### src/rtl/bc_pkg.sv
// ---------------------------------------------------------------------------
// bc_pkg
// Constants shared by the Basic Computer memory loader slice.
// Contents:
//   ADDR_WIDTH_DEF / DATA_WIDTH_DEF : default memory geometry (4096 x 16)
//   SYNC_BYTE_DEF                   : frame start marker
//   MAX_COUNT / COUNT_WIDTH         : largest legal word count and its field width
//   ST_*                            : loader FSM state encodings
//   state_accepts_bytes()           : states in which the loader takes a byte
// ---------------------------------------------------------------------------
package bc_pkg;

  localparam int         ADDR_WIDTH_DEF = 12;
  localparam int         DATA_WIDTH_DEF = 16;
  localparam logic [7:0] SYNC_BYTE_DEF  = 8'hA5;

  // The count field is 13 bits wide so that a full 4096-word load is expressible.
  localparam int COUNT_WIDTH = 13;
  localparam int MAX_COUNT   = 4096;

  localparam logic [3:0] ST_IDLE  = 4'd0;
  localparam logic [3:0] ST_A_HI  = 4'd1;
  localparam logic [3:0] ST_A_LO  = 4'd2;
  localparam logic [3:0] ST_N_HI  = 4'd3;
  localparam logic [3:0] ST_N_LO  = 4'd4;
  localparam logic [3:0] ST_D_HI  = 4'd5;
  localparam logic [3:0] ST_D_LO  = 4'd6;
  localparam logic [3:0] ST_WRITE = 4'd7;
  localparam logic [3:0] ST_DONE  = 4'd8;

  // WRITE and DONE are the only states that cannot take a byte; there is no
  // byte buffer, so the host must wait them out.
  function automatic logic state_accepts_bytes(input logic [3:0] st);
    return (st != ST_WRITE) && (st != ST_DONE);
  endfunction

endpackage

### src/rtl/mem_port_mux.sv
// ---------------------------------------------------------------------------
// mem_port_mux
// Combinational owner select for the memory's single write port.
// Ports:
//   sel_loader        : 1 = loader owns the port, 0 = CPU passes straight through
//   cpu_write_enable, cpu_address, cpu_write_data : CPU side request
//   ld_write_enable,  ld_address,  ld_write_data  : loader side request
//   mem_write_enable, mem_address, mem_write_data : to the memory
// ---------------------------------------------------------------------------
module mem_port_mux
  import bc_pkg::*;
#(
  parameter int ADDR_WIDTH = ADDR_WIDTH_DEF,
  parameter int DATA_WIDTH = DATA_WIDTH_DEF
) (
  input  logic                  sel_loader,
  input  logic                  cpu_write_enable,
  input  logic [ADDR_WIDTH-1:0] cpu_address,
  input  logic [DATA_WIDTH-1:0] cpu_write_data,
  input  logic                  ld_write_enable,
  input  logic [ADDR_WIDTH-1:0] ld_address,
  input  logic [DATA_WIDTH-1:0] ld_write_data,
  output logic                  mem_write_enable,
  output logic [ADDR_WIDTH-1:0] mem_address,
  output logic [DATA_WIDTH-1:0] mem_write_data
);

  // While the loader owns the port the CPU request is dropped entirely, so a
  // stalled CPU that still asserts write_enable cannot corrupt the load.
  assign mem_write_enable = sel_loader ? ld_write_enable : cpu_write_enable;
  assign mem_address      = sel_loader ? ld_address      : cpu_address;
  assign mem_write_data   = sel_loader ? ld_write_data   : cpu_write_data;

endmodule

### src/rtl/mem_loader.sv
// ---------------------------------------------------------------------------
// mem_loader
// Parses a framed byte stream (SYNC, ADDR_HI, ADDR_LO, CNT_HI, CNT_LO, then
// CNT words high byte first) and writes the words to consecutive memory
// locations through the memory's single write port, holding the CPU while a
// frame is in progress.
// Ports:
//   clk, reset        : clock, synchronous active-high reset
//   in_data, in_valid : byte stream from the host link
//   in_ready          : a byte is consumed when in_valid && in_ready
//   cpu_*             : CPU memory request, passed through when not loading
//   mem_*             : to the memory write port
//   cpu_hold          : CPU must stall (registered, high for the whole frame)
//   load_done         : one-cycle pulse when a frame completes
//   load_error        : one-cycle pulse when a frame header is rejected
// ---------------------------------------------------------------------------
module mem_loader
  import bc_pkg::*;
#(
  parameter int         ADDR_WIDTH = ADDR_WIDTH_DEF,
  parameter int         DATA_WIDTH = DATA_WIDTH_DEF,
  parameter logic [7:0] SYNC_BYTE  = SYNC_BYTE_DEF
) (
  input  logic                  clk,
  input  logic                  reset,
  input  logic [7:0]            in_data,
  input  logic                  in_valid,
  output logic                  in_ready,
  input  logic                  cpu_write_enable,
  input  logic [ADDR_WIDTH-1:0] cpu_address,
  input  logic [DATA_WIDTH-1:0] cpu_write_data,
  output logic                  mem_write_enable,
  output logic [ADDR_WIDTH-1:0] mem_address,
  output logic [DATA_WIDTH-1:0] mem_write_data,
  output logic                  cpu_hold,
  output logic                  load_done,
  output logic                  load_error
);

  // Only the low header bits that feed the address or the count are kept;
  // the rest of ADDR_HI / CNT_HI is ignored by definition of the frame.
  localparam int HDR_HI_W = (ADDR_WIDTH > COUNT_WIDTH) ? (ADDR_WIDTH - 8) : (COUNT_WIDTH - 8);

  logic [3:0]             state_reg;
  logic [3:0]             state_next;
  logic [ADDR_WIDTH-1:0]  addr_reg;
  logic [COUNT_WIDTH-1:0] remaining_reg;
  logic [HDR_HI_W-1:0]    hdr_hi_reg;
  logic [7:0]             data_hi_reg;
  logic [7:0]             data_lo_reg;
  logic                   hold_reg;

  logic                   consume;
  logic [COUNT_WIDTH-1:0] count_field;
  logic                   count_bad;
  logic                   error_pulse;
  logic                   ld_write_enable;
  logic [DATA_WIDTH-1:0]  ld_write_data;

  // in_ready is forced low during the reset cycle so no byte is lost into a
  // state that is about to be cleared.
  assign in_ready = ~reset & state_accepts_bytes(state_reg);
  assign consume  = in_valid & in_ready;

  // Count is assembled from the held CNT_HI bits and the CNT_LO byte on the bus.
  assign count_field = COUNT_WIDTH'({hdr_hi_reg, in_data});
  assign count_bad   = (count_field == '0) || (count_field > COUNT_WIDTH'(MAX_COUNT));

  // ------------------------------------------------------------------------
  // Next-state logic
  // ------------------------------------------------------------------------
  always_comb begin
    state_next  = state_reg;
    error_pulse = 1'b0;
    case (state_reg)
      ST_IDLE:  if (consume && (in_data == SYNC_BYTE)) state_next = ST_A_HI;
      ST_A_HI:  if (consume) state_next = ST_A_LO;
      ST_A_LO:  if (consume) state_next = ST_N_HI;
      ST_N_HI:  if (consume) state_next = ST_N_LO;
      ST_N_LO: begin
        if (consume) begin
          if (count_bad) begin
            // The rejection pulse is issued in the consuming cycle, while
            // cpu_hold is still high; the CPU is released on the next cycle.
            error_pulse = 1'b1;
            state_next  = ST_IDLE;
          end else begin
            state_next = ST_D_HI;
          end
        end
      end
      ST_D_HI:  if (consume) state_next = ST_D_LO;
      ST_D_LO:  if (consume) state_next = ST_WRITE;
      ST_WRITE: state_next = (remaining_reg == COUNT_WIDTH'(1)) ? ST_DONE : ST_D_HI;
      ST_DONE:  state_next = ST_IDLE;
      default:  state_next = ST_IDLE;
    endcase
  end

  // ------------------------------------------------------------------------
  // State and datapath registers
  // ------------------------------------------------------------------------
  always_ff @(posedge clk) begin
    if (reset) begin
      state_reg     <= ST_IDLE;
      hold_reg      <= 1'b0;
      addr_reg      <= '0;
      remaining_reg <= '0;
      hdr_hi_reg    <= '0;
      data_hi_reg   <= '0;
      data_lo_reg   <= '0;
    end else begin
      state_reg <= state_next;
      // Hold follows the FSM one cycle late: set after SYNC is taken, cleared
      // on re-entry to IDLE.
      hold_reg  <= (state_next != ST_IDLE);

      if (consume) begin
        case (state_reg)
          ST_A_HI, ST_N_HI: hdr_hi_reg    <= in_data[HDR_HI_W-1:0];
          ST_A_LO:          addr_reg      <= ADDR_WIDTH'({hdr_hi_reg, in_data});
          ST_N_LO:          remaining_reg <= count_field;
          ST_D_HI:          data_hi_reg   <= in_data;
          ST_D_LO:          data_lo_reg   <= in_data;
          default:          ;
        endcase
      end

      // Address wraps naturally at the top of memory.
      if (state_reg == ST_WRITE) begin
        addr_reg      <= addr_reg + ADDR_WIDTH'(1);
        remaining_reg <= remaining_reg - COUNT_WIDTH'(1);
      end
    end
  end

  // Reset gates the write strobe and the pulses so an abort mid-frame never
  // produces a write, done or error in the reset cycle itself.
  assign ld_write_enable = (state_reg == ST_WRITE) & ~reset;
  assign ld_write_data   = DATA_WIDTH'({data_hi_reg, data_lo_reg});
  assign load_done       = (state_reg == ST_DONE) & ~reset;
  assign load_error      = error_pulse;
  assign cpu_hold        = hold_reg;

  mem_port_mux #(
    .ADDR_WIDTH (ADDR_WIDTH),
    .DATA_WIDTH (DATA_WIDTH)
  ) u_mem_port_mux (
    .sel_loader       (hold_reg),
    .cpu_write_enable (cpu_write_enable),
    .cpu_address      (cpu_address),
    .cpu_write_data   (cpu_write_data),
    .ld_write_enable  (ld_write_enable),
    .ld_address       (addr_reg),
    .ld_write_data    (ld_write_data),
    .mem_write_enable (mem_write_enable),
    .mem_address      (mem_address),
    .mem_write_data   (mem_write_data)
  );

endmodule
### config.mk
export PLATFORM = sky130hd
export DESIGN_NAME = mem_loader
export DESIGN_NICKNAME = d
export VERILOG_FILES = /design/src/rtl/bc_pkg.sv /design/src/rtl/mem_port_mux.sv /design/src/rtl/mem_loader.sv
export SDC_FILE = /design/constraint.sdc
export NUM_CORES = 1
export LEC_CHECK = 0
export BUFFER_PORTS_ARGS = -buffer_cell sky130_fd_sc_hd__buf_2
export CORE_MARGIN = 4
export CORE_UTILIZATION = 50
export DETAILED_ROUTE_END_ITERATION = 6
export GPL_TIMING_DRIVEN = 0
export PLACE_DENSITY = 0.83
export SYNTH_ARGS = -nofsm -noshare
export SYNTH_HDL_FRONTEND = slang
export SYNTH_SLANG_ARGS = --single-unit
export TNS_END_PERCENT = 100
### constraint.sdc
create_clock -name clk -period 2.3 [get_ports clk]
set_input_delay 0.115 -clock clk [delete_from_list [all_inputs] [get_ports clk]]
set_output_delay 0.115 -clock clk [all_outputs]
set_load 0.03 [all_outputs]
==> metrics.txt, run 1 <==
Post-Syn Area 2870 µm²; CP Max Fanout 4; r2r worst-path depth 5; crit path kind reg -> reg; Initial Util 0.519; largest net degree at the start of global routing 16; die area approximately 7000 µm²; Mapped Cells approximately 350; Synth top area share 0.355; Slew HR 0.554; most area-consuming cells after synthesis dfxtp_1 (36%), mux2_2 (12%), a21oi_1 (6.1%); Longest Clk Path Bufs 2; power per standard cell area 458 nW/µm²; final hold violations 0; switching portion of total power 0.265; Layout area overhead 20.8%; Post-DP HPWL ~5.9 mm; Seq/Total Area, Yosys 0.355; dpl ws -109 ps; vias in the first global route between 2000 and 3000; CP Launch Type flop; register bit total from synthesis around 50; critical path arrival about 2400 ps; final wirelength roughly 8 mm; maxcap violations 0; Cell Int Power 0.00117 W; CP max stage cell or4_4; I/O pin cnt 73; TritonCTS buffer count 5; WHS Path Cells 3; Psw 0.000421 W; first-pass iteration count of the detailed router 5; Finish-stage setup viols 0; grt total ovfl 0; Remaining DRCs 0; DR iter-0 viols 240; Synth area leader dfxtp_1; Critical Path Sink Type flop; max reg flops 13; commonest non-fill, non-tap cell in the layout buf_2; setup ws final 86.5 ps; Cell variety after synth 50; CTS tree done; Tot Pwr 0.00159 W; max-slew violations 0; CTS sink cnt between 50 and 60; CORE AREA 5540 µm²; Min-Delay Path Class in -> reg; drt wl/cell about 16 µm; clk_lat worst skew 300 ps; row cnt 27; All-Layer GR Usage 0.229; Via-to-Cell Ratio 5.92; initial antenna violation count 0; Worst-Margin Slew 668 ps; H-tree levels 2; Fmax 452 MHz; routability cong. approximately 0.93; Clock Skews about 2.4 ps; Main synth FF type dfxtp_1; first-pass GRT wire length 13.4 mm; Reg clk slew, reported paths roughly 90 ps; FFs w/ async S/R, synth 0; Final Cycle Share 0.962; crit path cell chain or4_4, or4_4, a21oi_2, o21ai_2, or4_1; maximum vdd ir drop 0.000413 V; most frequent CP cell or4_4; Layout Nets ~470; WP data required 2480 ps; Die X 83.8 µm; Syn. warnings 0; Post-synth EDFFs 0; Ant. Diodes 0; vias 2952; root buf cell clkbuf_8; Logic pwr share 0.125; Routed Antenna Nets 0; leakage 1.32 nW; Seq pwr share 0.555; most frequent cells in the layout buf_2 (73), dfxtp_1 (50), nand2_1 (40); Syn Area/Cell roughly 8.3 µm²; clock network fraction of total power 0.320; fillers 491; layout cells sized above 1 0.314; die extent in y 83.8 µm; Synthesized Nets 390; outcome complete, no violations; RSZ-0062 raised after global routing no; minimum clock period 2210 ps; number of port buffers between 70 and 80; CP max stage delay 510 ps
## routing by layer
layer / vias up / global-route usage / share of wire
li1: 1435 / - / -
met1: 1382 / 0.288 / 0.42
met2: 112 / 0.390 / 0.48
met3: 23 / 0.0355 / 0.067
met4: 0 / 0.0950 / 0.029
met5: - / 0 / 0
## layout make-up
| cell class | count | area, µm² | share of cell area |
|---|---|---|---|
| multi-input cells | 267 | 1760 | 0.507 |
| repair buffers | 73 | 368 | 0.106 |
| flip-flops and latches | 51 | 1020 | 0.295 |
| clock inverters | 2 | 12.5 | 0.00360 |
| well taps | 72 | 90.1 | 0.0260 |
| plain buffers | 26 | 135 | 0.0389 |
| inverters | 2 | 7.51 | 0.00216 |
| clock buffers | 6 | 72.6 | 0.0209 |
## cell usage after synthesis (all sizes together) (2+ instances only)
| cell type | count |
|---|---|
| nor2 | 26 |
| dfxtp | 51 |
| o211ai | 3 |
| o21ai | 4 |
| a211oi | 9 |
| nand2 | 40 |
| a21oi | 36 |
| o311ai | 2 |
| mux2 | 31 |
| and4b | 2 |
| nor3 | 6 |
| ha | 3 |
| o31ai | 2 |
| a2bb2oi | 3 |
| nor2b | 6 |
| nand4b | 2 |
| or2 | 2 |
| clkbuf | 24 |
| and3 | 6 |
| xor2 | 3 |
| or3 | 2 |
| mux2i | 3 |
| inv | 2 |
| buf | 3 |
| nor4 | 7 |
| nand3 | 32 |
| and2 | 4 |
| a31oi | 6 |
| nand4 | 8 |
| or4 | 5 |
## power groups by stage
stage	clock network [W]	logic, W	registers (W)
3_3_place_gp	0	0.000194	0.000903
5_1_grt	0.000546	0.000211	0.000881
2_1_floorplan	0	0.000113	0.000903
3_5_place_dp	0	0.000197	0.000903
4_1_cts	0.000519	0.000197	0.000882
6_report	0.000508	0.000199	0.000881
## path summary, 6_finish.rpt
kind | from | end | slack (ps)
setup / recovery | hdr_hi_reg[0]$_SDFFE_PP0P_ | cpu_hold$_SDFF_PP0_ | 90
hold / removal | in_data[0] | hdr_hi_reg[0]$_SDFFE_PP0P_ | 130
setup reg to reg | hdr_hi_reg[0]$_SDFFE_PP0P_ | cpu_hold$_SDFF_PP0_ | 90
hold reg to reg | data_lo_reg[5]$_SDFFE_PP0P_ | data_lo_reg[5]$_SDFFE_PP0P_ | 460
## metrics by stage
stage	hold WS (ps)	instance area (µm²)	util	setup TNS [ps]	cells
after CTS	135	3430	0.619	0	499
final	128	3470	0.626	0	499
after global placement	445	3320	0.600	0	491
after detailed placement	447	3320	0.600	-109	491
after floorplan	256	2870	-	0	347
after global routing	131	3470	0.626	0	499
## cell families after synthesis
kind of cell | after synthesis | synth area share
compound gates | 73 | 0.162
simple gates | 154 | 0.281
buf+inv | 29 | 0.0475
fa+ha+maj | 3 | 0.0131
flops | 51 | 0.355
mux | 34 | 0.132
xor+xnor | 3 | 0.00915
## worst max-delay path, delay by kind of cell (launching register included)
kind | cells | cell delay (ps)
flip-flops | 1 | 370
AND/OR/NAND/NOR | 3 | 1490
AO/OA/AOI/OAI | 2 | 230
## what timing repair did
item / 4_1_cts / 5_1_grt
pin swaps: 0 / 2
resized for setup: 6 / 15
buffers inserted: 0 / 1
hold buffers: 0 / 0
setup endpoints to repair: 12 / 18
gates cloned: 0 / 0
hold endpoints to repair: 0 / 0
Note: power is estimated with default switching activity, not from simulation.
==> inputs of run 2 (changes only) <==
--- a/config.mk
+++ b/config.mk
@@ -6,6 +6,7 @@
 export NUM_CORES = 1
 export LEC_CHECK = 0
 export BUFFER_PORTS_ARGS = -buffer_cell sky130_fd_sc_hd__buf_2
+export CORE_ASPECT_RATIO = 0.7
 export CORE_MARGIN = 4
 export CORE_UTILIZATION = 50
 export DETAILED_ROUTE_END_ITERATION = 6
==> run 2 against run 1 <==
Effect of this change: final area grew 0.54%; critical path depth stayed put; wire length rose by 3.2%; clock skew is 5.2 ps higher; first-iteration DRC count is 13% higher; fmax is 0.65% lower; register-to-register slack about the same; global-route usage increased by 0.35 points; utilization up 2.0 points; worst hold slack lost 3.2 ps; via count grew 2.5%; power grew 11%.
==> metrics.txt, run 2 (same netlist as run 1, synthesis figures left out) <==
Reg clk slew, reported paths 100 ps; vias 3025; DR iter-0 viols 271; commonest non-fill, non-tap cell in the layout buf_2; clk_lat worst skew 320 ps; grt total ovfl 0; Post-DP HPWL 6.03 mm; CTS tree done; Die X 98.6 µm; All-Layer GR Usage 0.233; max-slew violations 0; Clock Skews 7.62 ps; final core utilization 0.647; die area ~7000 µm²; max reg flops 13; Ant. Diodes 0; power per standard cell area 507 nW/µm²; H-tree levels 2; FF+latch area about 1000 µm²; Finish-stage setup viols 0; CORE AREA 5400 µm²; Layout area overhead 21.5%; I/O pin cnt 73; Slew HR 0.597; Initial Util 0.532; fillers 483; RSZ-0062 raised after global routing yes; outcome complete, no violations; layout cells sized above 1 0.317; vias in the first global route 2790; TritonCTS buffer count 5; Longest Clk Path Bufs 2; Min-Delay Path Class in -> reg; final wirelength 8.28 mm; crit path kind reg -> reg; largest net degree at the start of global routing 17; WHS 125 ps; Fmax 449 MHz; final setup TNS 0 ps; CP Launch Type flop; first-pass iteration count of the detailed router 5; number of port buffers between 70 and 80; Layout Nets 468; CP Max Fanout 4; initial antenna violation count 0; first-pass GRT wire length 13.4 mm; maxcap violations 0; minimum clock period 2230 ps; critical path arrival ~2400 ps; Routed Antenna Nets 0; Tot Pwr 0.00177 W; drt wl/cell 16.6 µm; root buf cell clkbuf_8; CTS sink cnt around 50; leakage 1.34 nW; final hold violations 0; die extent in y 71.4 µm; most frequent cells in the layout buf_2 (72), dfxtp_1 (50), nand2_1 (40); WP data required around 2500 ps; final instance area 3490 µm²; multi-input combinational cell area approximately 1800 µm²; Setup Buffers After CTS 0; routability cong. 0.905; placed instance area 3320 µm²; row cnt 22; Remaining DRCs 0; Final Cycle Share 0.969; maximum vdd ir drop 0.000275 V; Critical Path Sink Type flop; Via-to-Cell Ratio 6.07; Worst-Margin Slew between 600 and 700 ps
run 2: final timing paths:
kind | start | end | slack (ps) | depth (start not counted)
setup / recovery | hdr_hi_reg[0]$_SDFFE_PP0P_ | cpu_hold$_SDFF_PP0_ | 70 | 5
hold / removal | in_data[0] | hdr_hi_reg[0]$_SDFFE_PP0P_ | 120 | 3
setup reg to reg | hdr_hi_reg[0]$_SDFFE_PP0P_ | cpu_hold$_SDFF_PP0_ | 70 | 5
hold reg to reg | data_hi_reg[3]$_SDFFE_PP0P_ | data_hi_reg[3]$_SDFFE_PP0P_ | 460 | 2
run 2: critical path: stages (launching register included):
cell and delay [ps]:
dfxtp_2 360, or4_4 480, or4_4 520, a21oi_2 160, o21ai_2 70, or4_1 510
run 2: power breakdown:
group / internal, W / total [W] / switching, W / leakage (nW)
clock network: 0.000358 / 0.000686 / 0.000328 / 0.0618
registers: 0.000882 / 0.000883 / 0.000000137 / 0.411
logic: 0.0000737 / 0.000201 / 0.000127 / 0.868
run 2: metal layers:
metal	vias to the layer above	routed length, µm	part of all wire	global-route usage
li1	1438	-	-	-
met1	1394	3660	0.44	0.317
met2	176	3640	0.44	0.363
met3	17	821	0.099	0.0564
met4	0	157	0.019	0.0818
met5	-	0	0	0
run 2: cell type report:
type,instances,share of cell area
inverters,2,0.00215
repair buffers,72,0.103
plain buffers,26,0.0391
clock buffers,6,0.0237
multi-input cells,267,0.502
flip-flops and latches,51,0.293
clock inverters,2,0.0111
well taps,72,0.0258
run 2: through the flow:
stage | setup WS, ps | std cells
after global routing | -7.47 | 498
after CTS | 11.2 | 499
after floorplan | 159 | 347
final | 72.0 | 498
after global placement | 35.7 | 491
after detailed placement | -62.4 | 491
run 2: repair_timing:
item                       in CTS  in global routing
pin swaps                       0                  3
resized for setup               3                 18
setup endpoints to repair      12                 15
hold buffers                    0                  0
==> inputs of run 3 (changes only) <==
--- a/config.mk
+++ b/config.mk
@@ -5,13 +5,14 @@
 export SDC_FILE = /design/constraint.sdc
 export NUM_CORES = 1
 export LEC_CHECK = 0
+export ABC_AREA = 1
 export BUFFER_PORTS_ARGS = -buffer_cell sky130_fd_sc_hd__buf_2
 export CORE_ASPECT_RATIO = 0.7
 export CORE_MARGIN = 4
 export CORE_UTILIZATION = 50
 export DETAILED_ROUTE_END_ITERATION = 6
 export GPL_TIMING_DRIVEN = 0
-export PLACE_DENSITY = 0.83
+export PLACE_DENSITY = 0.82
 export SYNTH_ARGS = -nofsm -noshare
 export SYNTH_HDL_FRONTEND = slang
 export SYNTH_SLANG_ARGS = --single-unit
==> run 3 against run 2 <==
Effect of this change: fmax grew 1.3%; worst setup slack better by 28 ps; wire length is 14% higher; non-clock buffer count shrank 6; worst hold slack worse by 96 ps; sequential cell count is the same; final area up 3.2%; utilization is 2.7 points lower; critical endpoint is now mem_write_enable; highest routed layer unchanged.
==> metrics.txt, run 3 <==
multiplexer share of the synthesized area 0.00740; Min-Delay Path Class in -> reg; WP data required 2180 ps; r2r worst-path depth 9; Synth top area share 0.336; routing usage on met2 0.384; critical path arrival 2080 ps; CP Launch Type flop; M1 GR Usage 0.370; max-slew violations 0; Syn. warnings 0; first-pass GRT wire length ~15 mm; vias in the first global route 3187; initial antenna violation count 0; layout cells sized above 1 0.176; most area-consuming cells after synthesis dfxtp_1 (34%), nand2_1 (11%), a21oi_1 (11%); Die X 101 µm; Post-synth EDFFs 0; most frequent cells in the layout nand2_1 (89), buf_2 (75), inv_1 (74); Ant. Diodes 0; I/O pin cnt 73; Initial Util 0.523; minimum clock period 2200 ps; Post-DP HPWL around 7 mm; Routed Antenna Nets 0; Post-Synth Adder-Cell Area 0.0123; largest family of logic cells by synthesized area simple AND/OR/NAND/NOR gates; power per standard cell area 477 nW/µm²; Worst-Margin Slew 609 ps; post-synthesis compound-gate area fraction 0.209; leakage 1.61 nW; sink of the worst hold path state_reg[3]$_SDFF_PP0_; root buf cell clkbuf_8; CP max stage cell buf_1; Critical Path Sink Type output port; All-Layer GR Usage 0.251; Most Crowded Layer GR met2; CTS sink cnt 51; die extent in y around 73 µm; XOR/XNOR Fraction of Synth Area 0.0115; Mapped Cells 488; first-pass iteration count of the detailed router 5; Buf/Inv on CP 3; Crit path depth 5; final wirelength 9.45 mm; outcome complete, no violations; FFs w/ async S/R, synth 0; H-tree levels 2; Finish-stage setup viols 0; CP Max Fanout 10; final hold violations 0; Clock Skews 3.47 ps; fillers 564; Hold Startpoint reset; RSZ-0062 raised after global routing no; Main synth FF type dfxtp_1; DR iter-0 viols ~410; commonest non-fill, non-tap cell in the layout nand2_1; Synthesized Nets about 530; drt wl/cell about 15 µm; Via-to-Cell Ratio 5.58; crit path kind reg -> out; Fmax 455 MHz; most frequent cell after synthesis nand2_1; final setup TNS 0 ps; Layout Nets 610; Final Cycle Share 0.956; Hold-fix buffers, CTS 0; TritonCTS buffer count 5; Synth Area in Simple Gates 0.297; CORE AREA 5810 µm²; WHS 28.4 ps; Slew HR 0.592; Layout area overhead 18.3%; CP delay by family, top buffers and inverters; WHS Path Cells 2; Cell variety after synth 33; vias 3583; Setup Buffers After CTS 0; Remaining DRCs 0; Reg clk slew, reported paths 90 ps; row cnt 23; routability cong. 0.990; Seq/Total Area, Yosys 0.336; r2r startpoint state_reg[3]$_SDFF_PP0_; commonest cells in the netlist nand2_1 (89), inv_1 (74), nor2_1 (71); clk_lat worst skew 300 ps; register bit total from synthesis a little over 50; number of port buffers 72; R2R Setup Slk 360 ps; Longest Clk Path Bufs 2; CP max stage delay approximately 510 ps; crit path cell chain clkbuf_1, buf_1, nand3_1, o21ai_0, buf_2; Syn Area/Cell 6.24 µm²; maxcap violations 0; Synth area leader dfxtp_1; largest net degree at the start of global routing 15; CTS tree done; max reg flops 13; final core utilization 0.619; routing usage on met3 0.0446; r2r endpoint addr_reg[3]$_SDFFE_PP0P_; Post-Syn Area 3040 µm²; die area about 7400 µm²; maximum vdd ir drop about 0.00023 V; grt total ovfl 0
==> run 3: cell count changes after synthesis, moves of 9 or more <==
cell,previous run,this run
nand2_1,40,89
clkbuf_1,22,10
nor2_1,26,71
inv_1,2,74
o21ai_0,3,34
a211oi_1,9,0
a21oi_1,35,66
mux2_2,31,2
==> run 3: metrics by stage <==
stage               setup WS, ps  area [µm²]  total power, W  instances
floorplan                    509        3040         0.00103        488
global route                12.8        3600         0.00177        642
CTS                         49.5        3600         0.00171        642
finish                       100        3600         0.00172        642
detailed placement           399        3500         0.00111        635
global placement             436        3500         0.00111        635
==> run 3: repair_timing <==
action | in CTS | in global routing
endpoints found under the hold margin | 0 | 0
gates resized for setup | 0 | 2
endpoints found under the setup margin | 0 | 1
==> run 3: final cells by class <==
class	instances	area, µm²	share of cell area
tap	75	93.8	0.0261
sequential	51	1020	0.284
buffer	20	98.8	0.0274
clock buffer	6	72.6	0.0202
multi-input combinational	340	1640	0.454
clock inverter	1	30.0	0.00834
inverter	77	289	0.0803
timing repair buffer	72	360	0.100
==> run 3: power by group <==
group / leakage [nW] / switching, W / internal (W)
clock network: 0.0513 / 0.000299 / 0.000320
registers: 0.411 / 0.0000000794 / 0.000882
logic: 1.15 / 0.000148 / 0.0000685
total: 1.61 / 0.000448 / 0.00127
==> run 3: worst max-delay path by stage <==
| stage | startpoint | end | slack, ps |
|---|---|---|---|
| 3_5_place_dp | state_reg[2]$_SDFF_PP0_ | mem_write_enable | 400 |
| 5_1_grt | cpu_hold$_SDFF_PP0_ | mem_write_enable | 10 |
| 4_1_cts | state_reg[2]$_SDFF_PP0_ | mem_write_enable | 50 |
| 3_3_place_gp | state_reg[2]$_SDFF_PP0_ | mem_write_enable | 440 |
| 6_report | cpu_hold$_SDFF_PP0_ | mem_write_enable | 100 |
| 2_1_floorplan | cpu_hold$_SDFF_PP0_ | mem_address[0] | 510 |
==> run 3: worst register-to-register path, stage by stage, from the launching register on <==
cell and delay (ps):
dfxtp_1 370, nor2_1 250, inv_1 100, nor2_1 110, inv_1 140, nor2_4 270
nor2_2 90, buf_4 180, o21ai_0 250, a21oi_1 60
==> run 3: routing by layer <==
metal	vias up	share of wire
li1	1726	-
met1	1640	0.46
met2	199	0.42
met3	18	0.10
met4	0	0.011
met5	-	0
==> run 3: kinds of logic after synthesis <==
kind of cell / after synthesis
AO/OA/AOI/OAI: 120
flip-flops: 51
buffers and inverters: 97
multiplexers: 2
adder cells (fa/ha/maj): 3
AND/OR/NAND/NOR: 211
XOR/XNOR: 4
